[src/rtl/gmii_tx_pkg.sv]
// GMII transmit definitions: state codes, framing bytes, length limit.
// Kept separate so the receive side can share the same constants.
package gmii_tx_pkg;

    localparam logic [2:0] ST_IDLE = 3'd0;
    localparam logic [2:0] ST_PREA = 3'd1;
    localparam logic [2:0] ST_SFD  = 3'd2;
    localparam logic [2:0] ST_BODY = 3'd3;
    localparam logic [2:0] ST_DROP = 3'd4;
    localparam logic [2:0] ST_IFG  = 3'd5;

    localparam logic [7:0]  PREA_BYTE = 8'h55;
    localparam logic [7:0]  SFD_BYTE  = 8'hD5;
    localparam logic [10:0] BCNT_MAX  = 11'd2047;

    localparam int CNT_W = 8;

    typedef struct packed {
        logic       en;
        logic       er;
        logic [7:0] d;
    } gmii_t;

endpackage

[src/rtl/gmii_tx_cnt.sv]
// Loadable down-counter used to time preamble and inter-frame gap.
// Saturates at zero so an idle decrement cannot wrap.
module gmii_tx_cnt
    import gmii_tx_pkg::*;
(
    input  logic             clk_i,
    input  logic             rst_ni,
    input  logic             load_i,
    input  logic [CNT_W-1:0] val_i,
    input  logic             dec_i,
    output logic             zero_o
);

    logic [CNT_W-1:0] cnt_q, cnt_d;

    always_comb begin
        cnt_d = cnt_q;
        if (load_i) begin
            cnt_d = val_i;
        end else if (dec_i && cnt_q != '0) begin
            cnt_d = cnt_q - 1'b1;
        end
    end

    always_ff @(posedge clk_i or negedge rst_ni) begin
        if (!rst_ni) begin
            cnt_q <= '0;
        end else begin
            cnt_q <= cnt_d;
        end
    end

    assign zero_o = (cnt_q == '0);

endmodule

[src/rtl/gmii_tx.sv]
// GMII transmitter: preamble, SFD, FIFO-fed body, underrun/overflow drop, IFG.
// Line outputs come straight from flops; FIFO_REN is decoded from state.
module gmii_tx
    import gmii_tx_pkg::*;
#(
    parameter int PREA_LEN = 7,
    parameter int IFG_LEN  = 12
) (
    input  logic        ARSTN,
    input  logic        TCLK,
    output logic [7:0]  TXD,
    output logic        TXEN,
    output logic        TXER,
    input  logic [7:0]  FIFO_RDAT,
    input  logic        FIFO_REOD,
    output logic        FIFO_REN,
    input  logic        FIFO_EMPTY,
    input  logic        FIFO_PRDY,
    output logic [10:0] TX_BCNT,
    output logic        TX_UNDR
);

    localparam logic [CNT_W-1:0] PREA_LD = CNT_W'(PREA_LEN - 1);
    // The IDLE cycle that follows IFG supplies the last low cycle of the gap.
    localparam logic [CNT_W-1:0] IFG_LD  = CNT_W'(IFG_LEN - 2);

    logic [2:0]       state_q, state_d;
    logic             pend_q;
    logic [10:0]      bcnt_q, bcnt_d;
    logic             undr_q, undr_d;
    gmii_t            tx_q, tx_d;
    logic             ren, eod;
    logic             cnt_load, cnt_dec, cnt_zero;
    logic [CNT_W-1:0] cnt_val;

    gmii_tx_cnt u_cnt (
        .clk_i  (TCLK),
        .rst_ni (ARSTN),
        .load_i (cnt_load),
        .val_i  (cnt_val),
        .dec_i  (cnt_dec),
        .zero_o (cnt_zero)
    );

    assign eod = pend_q && FIFO_REOD;

    always_comb begin
        state_d  = state_q;
        bcnt_d   = bcnt_q;
        undr_d   = 1'b0;
        tx_d     = '0;
        ren      = 1'b0;
        cnt_load = 1'b0;
        cnt_val  = '0;
        cnt_dec  = 1'b0;
        unique case (state_q)
            ST_IDLE: begin
                if (FIFO_PRDY) begin
                    state_d  = ST_PREA;
                    bcnt_d   = '0;
                    cnt_load = 1'b1;
                    cnt_val  = PREA_LD;
                end
            end
            ST_PREA: begin
                tx_d.en = 1'b1;
                tx_d.d  = PREA_BYTE;
                cnt_dec = 1'b1;
                if (cnt_zero) begin
                    state_d = ST_SFD;
                end
            end
            ST_SFD: begin
                tx_d.en = 1'b1;
                tx_d.d  = SFD_BYTE;
                ren     = !FIFO_EMPTY;
                state_d = ST_BODY;
            end
            ST_BODY: begin
                ren     = !FIFO_EMPTY && !eod;
                tx_d.en = 1'b1;
                // No byte arrived for this slot, or the length limit is hit.
                if (!pend_q || bcnt_q == BCNT_MAX) begin
                    tx_d.er = 1'b1;
                    undr_d  = 1'b1;
                    state_d = ST_DROP;
                end else begin
                    tx_d.d = FIFO_RDAT;
                    bcnt_d = bcnt_q + 11'd1;
                end
                if (eod) begin
                    state_d  = ST_IFG;
                    cnt_load = 1'b1;
                    cnt_val  = IFG_LD;
                end
            end
            ST_DROP: begin
                ren = !FIFO_EMPTY && !eod;
                if (eod) begin
                    state_d  = ST_IFG;
                    cnt_load = 1'b1;
                    cnt_val  = IFG_LD;
                end
            end
            ST_IFG: begin
                cnt_dec = 1'b1;
                if (cnt_zero) begin
                    state_d = ST_IDLE;
                end
            end
            default: begin
                state_d = ST_IDLE;
            end
        endcase
    end

    always_ff @(posedge TCLK or negedge ARSTN) begin
        if (!ARSTN) begin
            state_q <= ST_IDLE;
            pend_q  <= 1'b0;
            bcnt_q  <= '0;
            undr_q  <= 1'b0;
            tx_q    <= '0;
        end else begin
            state_q <= state_d;
            pend_q  <= ren;
            bcnt_q  <= bcnt_d;
            undr_q  <= undr_d;
            tx_q    <= tx_d;
        end
    end

    assign TXD      = tx_q.d;
    assign TXEN     = tx_q.en;
    assign TXER     = tx_q.er;
    assign FIFO_REN = ren;
    assign TX_BCNT  = bcnt_q;
    assign TX_UNDR  = undr_q;

endmodule

[config.mk]
export PLATFORM = sky130hd
export DESIGN_NAME = gmii_tx
export DESIGN_NICKNAME = d
export VERILOG_FILES = /design/src/rtl/gmii_tx_pkg.sv /design/src/rtl/gmii_tx_cnt.sv /design/src/rtl/gmii_tx.sv
export SDC_FILE = /design/constraint.sdc
export NUM_CORES = 1
export LEC_CHECK = 0
export ABC_AREA = 1
export CORE_ASPECT_RATIO = 0.8
export CORE_UTILIZATION = 49
export CTS_BUF_LIST = sky130_fd_sc_hd__clkbuf_8
export CTS_CLUSTER_SIZE = 20
export DETAILED_ROUTE_END_ITERATION = 8
export GPL_ROUTABILITY_DRIVEN = 0
export GPL_TIMING_DRIVEN = 0
export PLACE_DENSITY = 0.77
export REMOVE_ABC_BUFFERS = 1
export SLEW_MARGIN = 0
export SYNTH_ARGS = -nofsm -noshare
export SYNTH_HDL_FRONTEND = slang
export SYNTH_SLANG_ARGS = --single-unit
[constraint.sdc]
create_clock -name TCLK -period 2.05 [get_ports TCLK]
set_clock_uncertainty 0.1 [all_clocks]
set_input_delay 0.5125 -clock TCLK [delete_from_list [all_inputs] [get_ports TCLK]]
set_output_delay 0.5125 -clock TCLK [all_outputs]
set_load 0.03 [all_outputs]
* After elaboration in Yosys (flattened, before gate mapping)
Cells that the tools add are included.
** Operators by class
- Add/subtract/negate cells :: 2
- Eq/ne operators :: 12
- Mux-type cells :: 25
- Reduce and logical (&&, ||, !) cells :: 17
** Operators by type and width (count)
- 2-to-1 mux 8 bit :: 3
- case mux 8 bit (3 select lines) :: 1
- 2-to-1 mux 11 bit :: 2
- case mux 11 bit (2 select lines) :: 1
- 2-to-1 mux 3 bit :: 7
- case mux 3 bit (6 select lines) :: 1
- adder 11 x 1 -> 11 bit (second input constant) :: 1
- equality test 11 bit (second input constant) :: 1
- != test 2 bit (second input constant) :: 5
- zero test 8 bit :: 1
- case mux 4 bit (2 select lines) :: 1
- nonzero test 8 bit :: 1
- subtractor 8 x 1 -> 8 bit (second input constant) :: 1
- equality test 3 x 2 -> 1 bit (second input constant) :: 2
- equality test 3 bit (second input constant) :: 2
- 2-to-1 mux 1 bit :: 6
- AND reduction 5 bit :: 1
- 2-to-1 mux 4 bit :: 1
- case mux 1 bit (2 select lines) :: 2
- nonzero test 2 bit :: 2
- OR reduction 2 bit :: 2
- equality test 3 x 1 -> 1 bit (second input constant) :: 1
- logical AND 1 bit :: 3
- zero test 1 bit :: 3
- 5 further kinds :: 5
** Word-level totals
- Bits in registers :: 33
- Input port bits :: 13
- Logic and storage cells :: 63

* Longest topological paths before layout
Gate-level depths: netlist (run 1).
- Word-level depth :: 6
- Gate-level depth with buffers :: 10
- Mapped depth without buffers :: 10

* Hierarchy
A second synthesis (run 1) with hierarchy kept.
** Second synthesis, totals
- Cells, all modules :: 260
- Area total of the unflattened synthesis :: 1904.3 um^2
** Modules (own cells, without submodules)
- gmii_tx :: times used 1, cells an instance 167, area an instance 1307.5 um^2, sequential area each 625.6 um^2
- gmii_tx_cnt :: times used 1, cells an instance 93, area an instance 596.8 um^2, sequential area each 200.2 um^2

* Least setup slack after synthesis (run 1)
No wires, ideal clock.
- Path kind :: register to output
- From :: register state_q[2]
- To :: output FIFO_REN
- Data arrival time :: 1.346 ns
- Data required time :: 1.437 ns
- Path slack :: 0.091 ns
- Stages on the path, launching flop included :: 6
- Buffers on the path :: 0
- Cells stage by stage :: dfrtp_1 -> inv_1 -> nand3_4 -> nand2_2 -> nand2_1 -> a21oi_1
** Between the ends
- Word-level cells in the longest chain between the ends :: 3
** RTL lines
- from (decl) :: RTL line gmii_tx.sv:27 : logic [2:0] state_q, state_d;
- from (signal assigned) :: RTL line gmii_tx.sv:125 : state_q <= state_d;
- equality test 3 bit or equality test 3 x 2 -> 1 bit (tied branches) :: RTL line gmii_tx.sv:56 : unique case (state_q)
- OR reduction 2 bit (no line)
- case mux 1 bit (2 select lines) * :: RTL line gmii_tx.sv:56
- to (decl) :: RTL line gmii_tx.sv:16 : output logic FIFO_REN,
Every way passes the cells marked *; elsewhere a longest branch is shown, timed or not.

* Worst setup path after layout (run 1)
- From :: input FIFO_REOD
- To :: output FIFO_REN
** Between the ends
- Word-level cells in the longest chain between the ends :: 4
** RTL lines
- from (decl) :: RTL line gmii_tx.sv:15 : input logic FIFO_REOD,
- logical AND 1 bit :: RTL line gmii_tx.sv:45 : assign eod = pend_q && FIFO_REOD;
- zero test 1 bit :: RTL line gmii_tx.sv:80, gmii_tx.sv:98
- logical AND 1 bit :: RTL line gmii_tx.sv:80, gmii_tx.sv:98
- case mux 1 bit (2 select lines) :: RTL line gmii_tx.sv:56
Every way passes these cells.

==> impl_metrics.tcl, run 1 <==
set metrics [dict create \
    period_share_pct 98.73 \
    slew_viol_final 0 \
    final_nets 293 \
    fillCellCount 300 \
    cp_max_fo 3 \
    drt_iter0_markers 104 \
    dp.cells 301 \
    critical_path_class "primary input to output port" \
    ys_async_sr_fraction_pct 100.0 \
    cp-end-kind "output port" \
    grt_max_degree 34 \
    layout-drive-gt1-share_pct 15.16 \
    slew_headroom_pct 44.45 \
    outcome "complete, no violations" \
    crit_start "FIFO_REOD" \
    cts_num_sinks 33 \
    htree_num_levels 2 \
    die_x_um 69.66 \
    crit_path_frequent_cell "nand2_2" \
    wl_per_cell_um 12.91 \
    fin_cells 319 \
    synth.avg_cell_area_um2 7.904 \
    yosysMostFrequentCell "nand2_1" \
    ir_drop_uv 1083 \
    numCtsBuffers 5 \
    clockBufferDepth 2 \
    core_um2 3471 \
    cp.required_ns 1.44 \
    yosysUniqueCellTypes 26 \
    synth_edf_count 0 \
    floorplan.io_pins 36 \
    clock_latency_ns 0.28 \
    synth_compound_area_share_pct 6.206 \
    seq_area_um2 830.8 \
    rsz0062_at_grt "yes" \
    multi_input_area_um2 883.3 \
    start_util_pct 51.69 \
    power_leakage_nw 1.213 \
    dpl_cell_area_um2 2166 \
    tns_ns 0 \
    r2r-start "u_cnt.cnt_q[0]" \
    num_vias 1647 \
    startpoint_type "primary input" \
    die_h_um 56.13 \
    yosysSeqAreaShare_pct 46.03 \
    antenna_found_initial 0 \
    hold_violations 0 \
    postLayoutCellArea_um2 2364 \
    max_freq_mhz 494.1 \
    synth_area_leaders "dfrtp_1, nand2_1, nand3_1" \
    dieArea_um2 3909 \
    use_met3_pct 7.428 \
    vias_per_cell 5.163 \
    cts_tree "done" \
    area.growth.synth_to_final_pct 31.73 \
    row_count 19 \
    cts-root-buf "clkbuf_8" \
    crit_chain "clkdlybuf4s50_1, nand2_2, nand2_2, a21oi_2, buf_6" \
    grt_usage_pct 22.47 \
    synth-xor-area-share_pct 3.905 \
    use_met1_pct 29.85 \
    synth.mux.area_fraction_pct 0 \
    powerDensity_nw_per_um2 1203 \
    utilization_pct 68.10 \
    clkTransAtPathRegs_ns 0.07 \
    grt_pass1_wl_um 6693 \
    worst_path_max_delay_cell "clkdlybuf4s50_1" \
    synth_top_family_by_area "simple AND/OR/NAND/NOR gates" \
    setup_viol 0 \
    io_buffers 35 \
    diodes 0 \
    max-cap-violations 0 \
    grt_busiest_layer "met2" \
    met2_usage_pct 34.26 \
    crit_family "buffers and inverters" \
    crit_buf_inv 2 \
    grt_pass1_vias 1474 \
    critPathMaxStageDelay_ns 0.42 \
    synth_adder_area_share_pct 2.092 \
    drc 0 \
    ys_seq_elements 33 \
    hp-class "primary input to async pin" \
    crit_arrival_ns 1.41 \
    routed_wl_um 4119 \
    synth_common_cells "nand2_1, dfrtp_1, nor2_1" \
    yosysWarningCount 0 \
    syn_area_um2 1794 \
    tightest_slew_ns 0.8301 \
    yosysTopAreaCell "dfrtp_1" \
    synthSimpleGateAreaFrac_pct 36.12 \
    finalCriticalPeriod_ns 2.024 \
    dr.pass1.iters 4 \
    dp_hpwl_um 2788 \
    drtAntennaViolNets 0 \
    yosys.area.top_type_share_pct 46.03 \
    grt-ovfl-total 0 \
    synth-main-ff-cell "dfrtp_1" \
    syn_inst 227 \
    r2r_setup_slack_ns 0.12 \
]
placed cells by master (no fill, tap or decap), types with 6 or more instances in the layout:
master	Yosys	routed
inv_1	19	19
nand4_1	7	7
o21ai_0	13	13
nand3_1	19	19
buf_4	2	11
clkbuf_8	0	6
nand2_1	70	67
nor2_1	25	25
dfrtp_1	33	29
clkdlybuf4s50_1	0	23
cells by family after synthesis:
kind of cell	Yosys count
xor gates and xnor gates	8
adders and majority gates	3
DFF	33
buffers and inverters	23
AOI/OAI and AO/OA	22
and+or+nand+nor	138
per-layer routing:
| layer | vias up | share of wire (%) |
|---|---|---|
| li1 | 833 | - |
| met1 | 759 | 47 |
| met2 | 53 | 46 |
| met3 | 2 | 6.3 |
| met4 | 0 | 0.80 |
| met5 | - | 0 |
sequential cells by signal, indices dropped and copies added, names as in the netlist:
name / flops
TXER: 1
pend_q: 1
TX_BCNT: 11
u_cnt.cnt_q: 8
state_q: 3
TXEN: 1
TXD: 8
power breakdown:
group          total, W  internal [W]  switching, W
sequential     0.000966      0.000824      0.000142
combinational   0.00140      0.000531      0.000865
clock          0.000482      0.000261      0.000221
total           0.00284       0.00162       0.00123
through the flow:
| step | setup slack [ns] | power, W | hold WS [ns] |
|---|---|---|---|
| global route | -0.04321 | 0.003044 | 0.2345 |
| detailed placement | -0.5500 | 0.002191 | 0.4014 |
| floorplan | 0.09112 | 0.001808 | 0.1169 |
| global placement | -0.5344 | 0.002174 | 0.3925 |
| finish | 0.02607 | 0.002844 | 0.1718 |
| CTS | -0.03083 | 0.002720 | 0.1922 |
final timing paths:
| check | depth (start not counted) | to |
|---|---|---|
| max in group asynchronous | 1 | state_q[2] |
| min in group TCLK | 2 | u_cnt.cnt_q[1] |
| worst min-delay path | 1 | TX_BCNT[2] |
| worst min register to register | 2 | u_cnt.cnt_q[1] |
| worst max register to register | 9 | state_q[0] |
| worst max-delay path | 5 | FIFO_REN |
what timing repair did:
item | in CTS | in global routing
setup buffers | 1 | 10
hold buffers | 0 | 0
pin swaps | 1 | 4
resized for setup | 16 | 11
endpoints found under the setup margin | 6 | 11
layout make-up:
class | instances | share of cell area [%]
Clock buffer | 6 | 3.494
Inverter | 20 | 3.176
Clock inverter | 1 | 0.1588
Sequential cell | 33 | 35.15
Multi-Input combinational cell | 171 | 37.37
Tap cell | 42 | 2.223
Timing Repair Buffer | 46 | 18.42
(Power assumes the default switching activity.)
==> inputs of run 2 (changes only) <==
--- a/config.mk
+++ b/config.mk
@@ -11,7 +11,6 @@
 export CTS_BUF_LIST = sky130_fd_sc_hd__clkbuf_8
 export CTS_CLUSTER_SIZE = 20
 export DETAILED_ROUTE_END_ITERATION = 8
-export GPL_ROUTABILITY_DRIVEN = 0
 export GPL_TIMING_DRIVEN = 0
 export PLACE_DENSITY = 0.77
 export REMOVE_ABC_BUFFERS = 1
==> results of run 2 <==
Final layout, timing and power as in run 1 (identical DEF).
==> inputs of run 3 (changes only) <==
--- a/config.mk
+++ b/config.mk
@@ -14,6 +14,7 @@
 export GPL_TIMING_DRIVEN = 0
 export PLACE_DENSITY = 0.77
 export REMOVE_ABC_BUFFERS = 1
+export SKIP_LAST_GASP = 1
 export SLEW_MARGIN = 0
 export SYNTH_ARGS = -nofsm -noshare
 export SYNTH_HDL_FRONTEND = slang
==> run 3 against run 2 <==
  * Via count is 1.3% lower
  * Core utilization is 0.22 points higher
  * Setup slack worse by 0.015 ns
  * Sequential power hardly changed
  * Hold slack better by 0.0022 ns
  * Final area is 0.32% higher
  * Total power is 0.13% higher
  * Non-clock buffer count is 1 higher
  * Clock power hardly changed
  * First-iteration DRC count is 7.7% lower
  * Largest power group unchanged
==> impl_metrics.tcl, run 3 (synthesis gave the netlist of run 1 again) <==
set metrics [dict create \
    outcome "complete, no violations" \
    crit_path_frequent_cell "nand2_2" \
    startpoint_type "flip-flop" \
    grt-ovfl-total 0 \
    pwr-share-comb_pct 49.1 \
    crit_arrival_ns 1.43 \
    ir_drop_uv 1067 \
    grt_pass1_wl_um 6693 \
    area.growth.synth_to_final_pct 32.15 \
    numCtsBuffers 5 \
    postCtsHoldBufs 0 \
    hp-class "primary input to async pin" \
    num_vias 1626 \
    start_util_pct 51.69 \
    power_leakage_nw 1.219 \
    clockBufferDepth 2 \
    dieArea_um2 3909 \
    dpl_cell_area_um2 2166 \
    max-cap-violations 0 \
    rsz0062_at_grt "yes" \
    diodes 0 \
    crit_chain "nor2_4, nand2_2, nand2_2, nand2_2, a21oi_2, buf_6" \
    cts-root-buf "clkbuf_8" \
    dr.pass1.iters 4 \
    drt_iter0_markers 96 \
    critical_path_class "flip-flop to output port" \
    period_share_pct 99.47 \
    cts_num_sinks 33 \
    fin_cells 320 \
    slew_viol_final 0 \
    layout-drive-gt1-share_pct 15.47 \
    tightest_slew_ns 0.8345 \
    routed_wl_um 4093 \
    grt_max_degree 34 \
    clock_latency_ns 0.29 \
    pwr-share-clk_pct 17.0 \
    routabilityCongestion 0.9356 \
    largest_reg_flops 11 \
    crit_buf_inv 1 \
    cp.required_ns 1.44 \
    io_buffers 35 \
    layout_commonest_cell "nand2_1" \
    critPathMaxStageDelay_ns 0.44 \
    slew_headroom_pct 44.16 \
    dp_hpwl_um 2788 \
    cp-end-kind "output port" \
    grt_pass1_vias 1475 \
    drtAntennaViolNets 0 \
    setup_viol 0 \
    drc 0 \
    dp.cells 301 \
    final_nets 294 \
    hold_violations 0 \
    core_um2 3471 \
    die_x_um 69.66 \
    max_freq_mhz 490.4 \
    powerDensity_nw_per_um2 1201 \
    wl_per_cell_um 12.79 \
    die_h_um 56.13 \
    finalCriticalPeriod_ns 2.039 \
    p_seq_share_pct 33.9 \
    vias_per_cell 5.081 \
    p_sw_w 0.001226 \
    worst_path_max_delay_cell "dfrtp_2" \
    grt_usage_pct 22.47 \
    clkTransAtPathRegs_ns 0.07 \
    htree_num_levels 2 \
    p_sw_share_pct 43.03 \
    antenna_found_initial 0 \
    postLayoutCellArea_um2 2371 \
    final_cell_mix "nand2_1, dfrtp_1, nor2_1, clkdlybuf4s50_1" \
    row_count 19 \
    cts_tree "done" \
    floorplan.io_pins 36 \
    p_int_w 0.001622 \
    cp_max_fo 5 \
    crit_family "flip-flops" \
]
## run 3: final cells by class
cell class | instances | area (um2)
fillers | 297 | 1100
well taps | 42 | 52.55
clock inverters | 1 | 3.754
flip-flops and latches | 33 | 830.8
repair buffers | 47 | 442.9
multi-input cells | 171 | 883.3
inverters | 20 | 75.07
clock buffers | 6 | 82.58
## run 3: worst register-to-register path, cell delays in order (launching register included)
cell and delay, ns:
dfrtp_2 0.44, buf_4 0.15, inv_1 0.06, nand2_1 0.07, nor2_1 0.65, nor2_2 0.12, nand3_1 0.17, nand2_1 0.07
nand2_1 0.07
## run 3: stage by stage
stage	setup slack, ns	total power [W]	util, %	hold WS (ns)	TNS (ns)
after floorplan	0.09112	0.001808	-	0.1169	0
after global routing	-0.06042	0.003052	68.31	0.2340	-0.1572
after detailed placement	-0.5500	0.002191	62.40	0.4014	-0.5500
after global placement	-0.5344	0.002174	62.55	0.3925	-10.44
after CTS	-0.08546	0.002709	65.03	0.1922	-0.08546
final	0.01079	0.002848	68.31	0.1741	0
## run 3: path summary, 6_finish.rpt
check / start / to / slack, ns / cells after the start
max in group asynchronous: ARSTN / state_q[2] / 1.16 / 1
min in group TCLK: u_cnt.cnt_q[1] / u_cnt.cnt_q[1] / 0.41 / 2
min reg2reg: u_cnt.cnt_q[1] / u_cnt.cnt_q[1] / 0.41 / 2
max: state_q[1] / FIFO_REN / 0.01 / 6
max reg2reg: state_q[1] / state_q[0] / 0.09 / 8
min: ARSTN / TX_BCNT[3] / 0.17 / 1
## run 3: power groups by stage
stage | clock, W | sequential (W) | combinational, W
finish | 0.000485 | 0.000964 | 0.00140
global route | 0.000536 | 0.000986 | 0.00153
CTS | 0.000505 | 0.000971 | 0.00123
detailed placement | 0 | 0.000968 | 0.00122
global placement | 0 | 0.000965 | 0.00121
floorplan | 0 | 0.00109 | 0.000718
## run 3: metal layers
layer	vias up	part of all wire, %	global-route usage, %
met1	738	48	29.85
li1	834	-	-
met5	-	0	0
met4	0	1.4	8.571
met3	6	6.5	7.428
met2	48	44	34.26
## run 3: repair_timing
action / in CTS / in global routing
setup endpoints to repair: 6 / 11
hold endpoints to repair: 0 / 0
setup buffers: 1 / 11
resized for setup: 13 / 14
pin swaps: 0 / 4
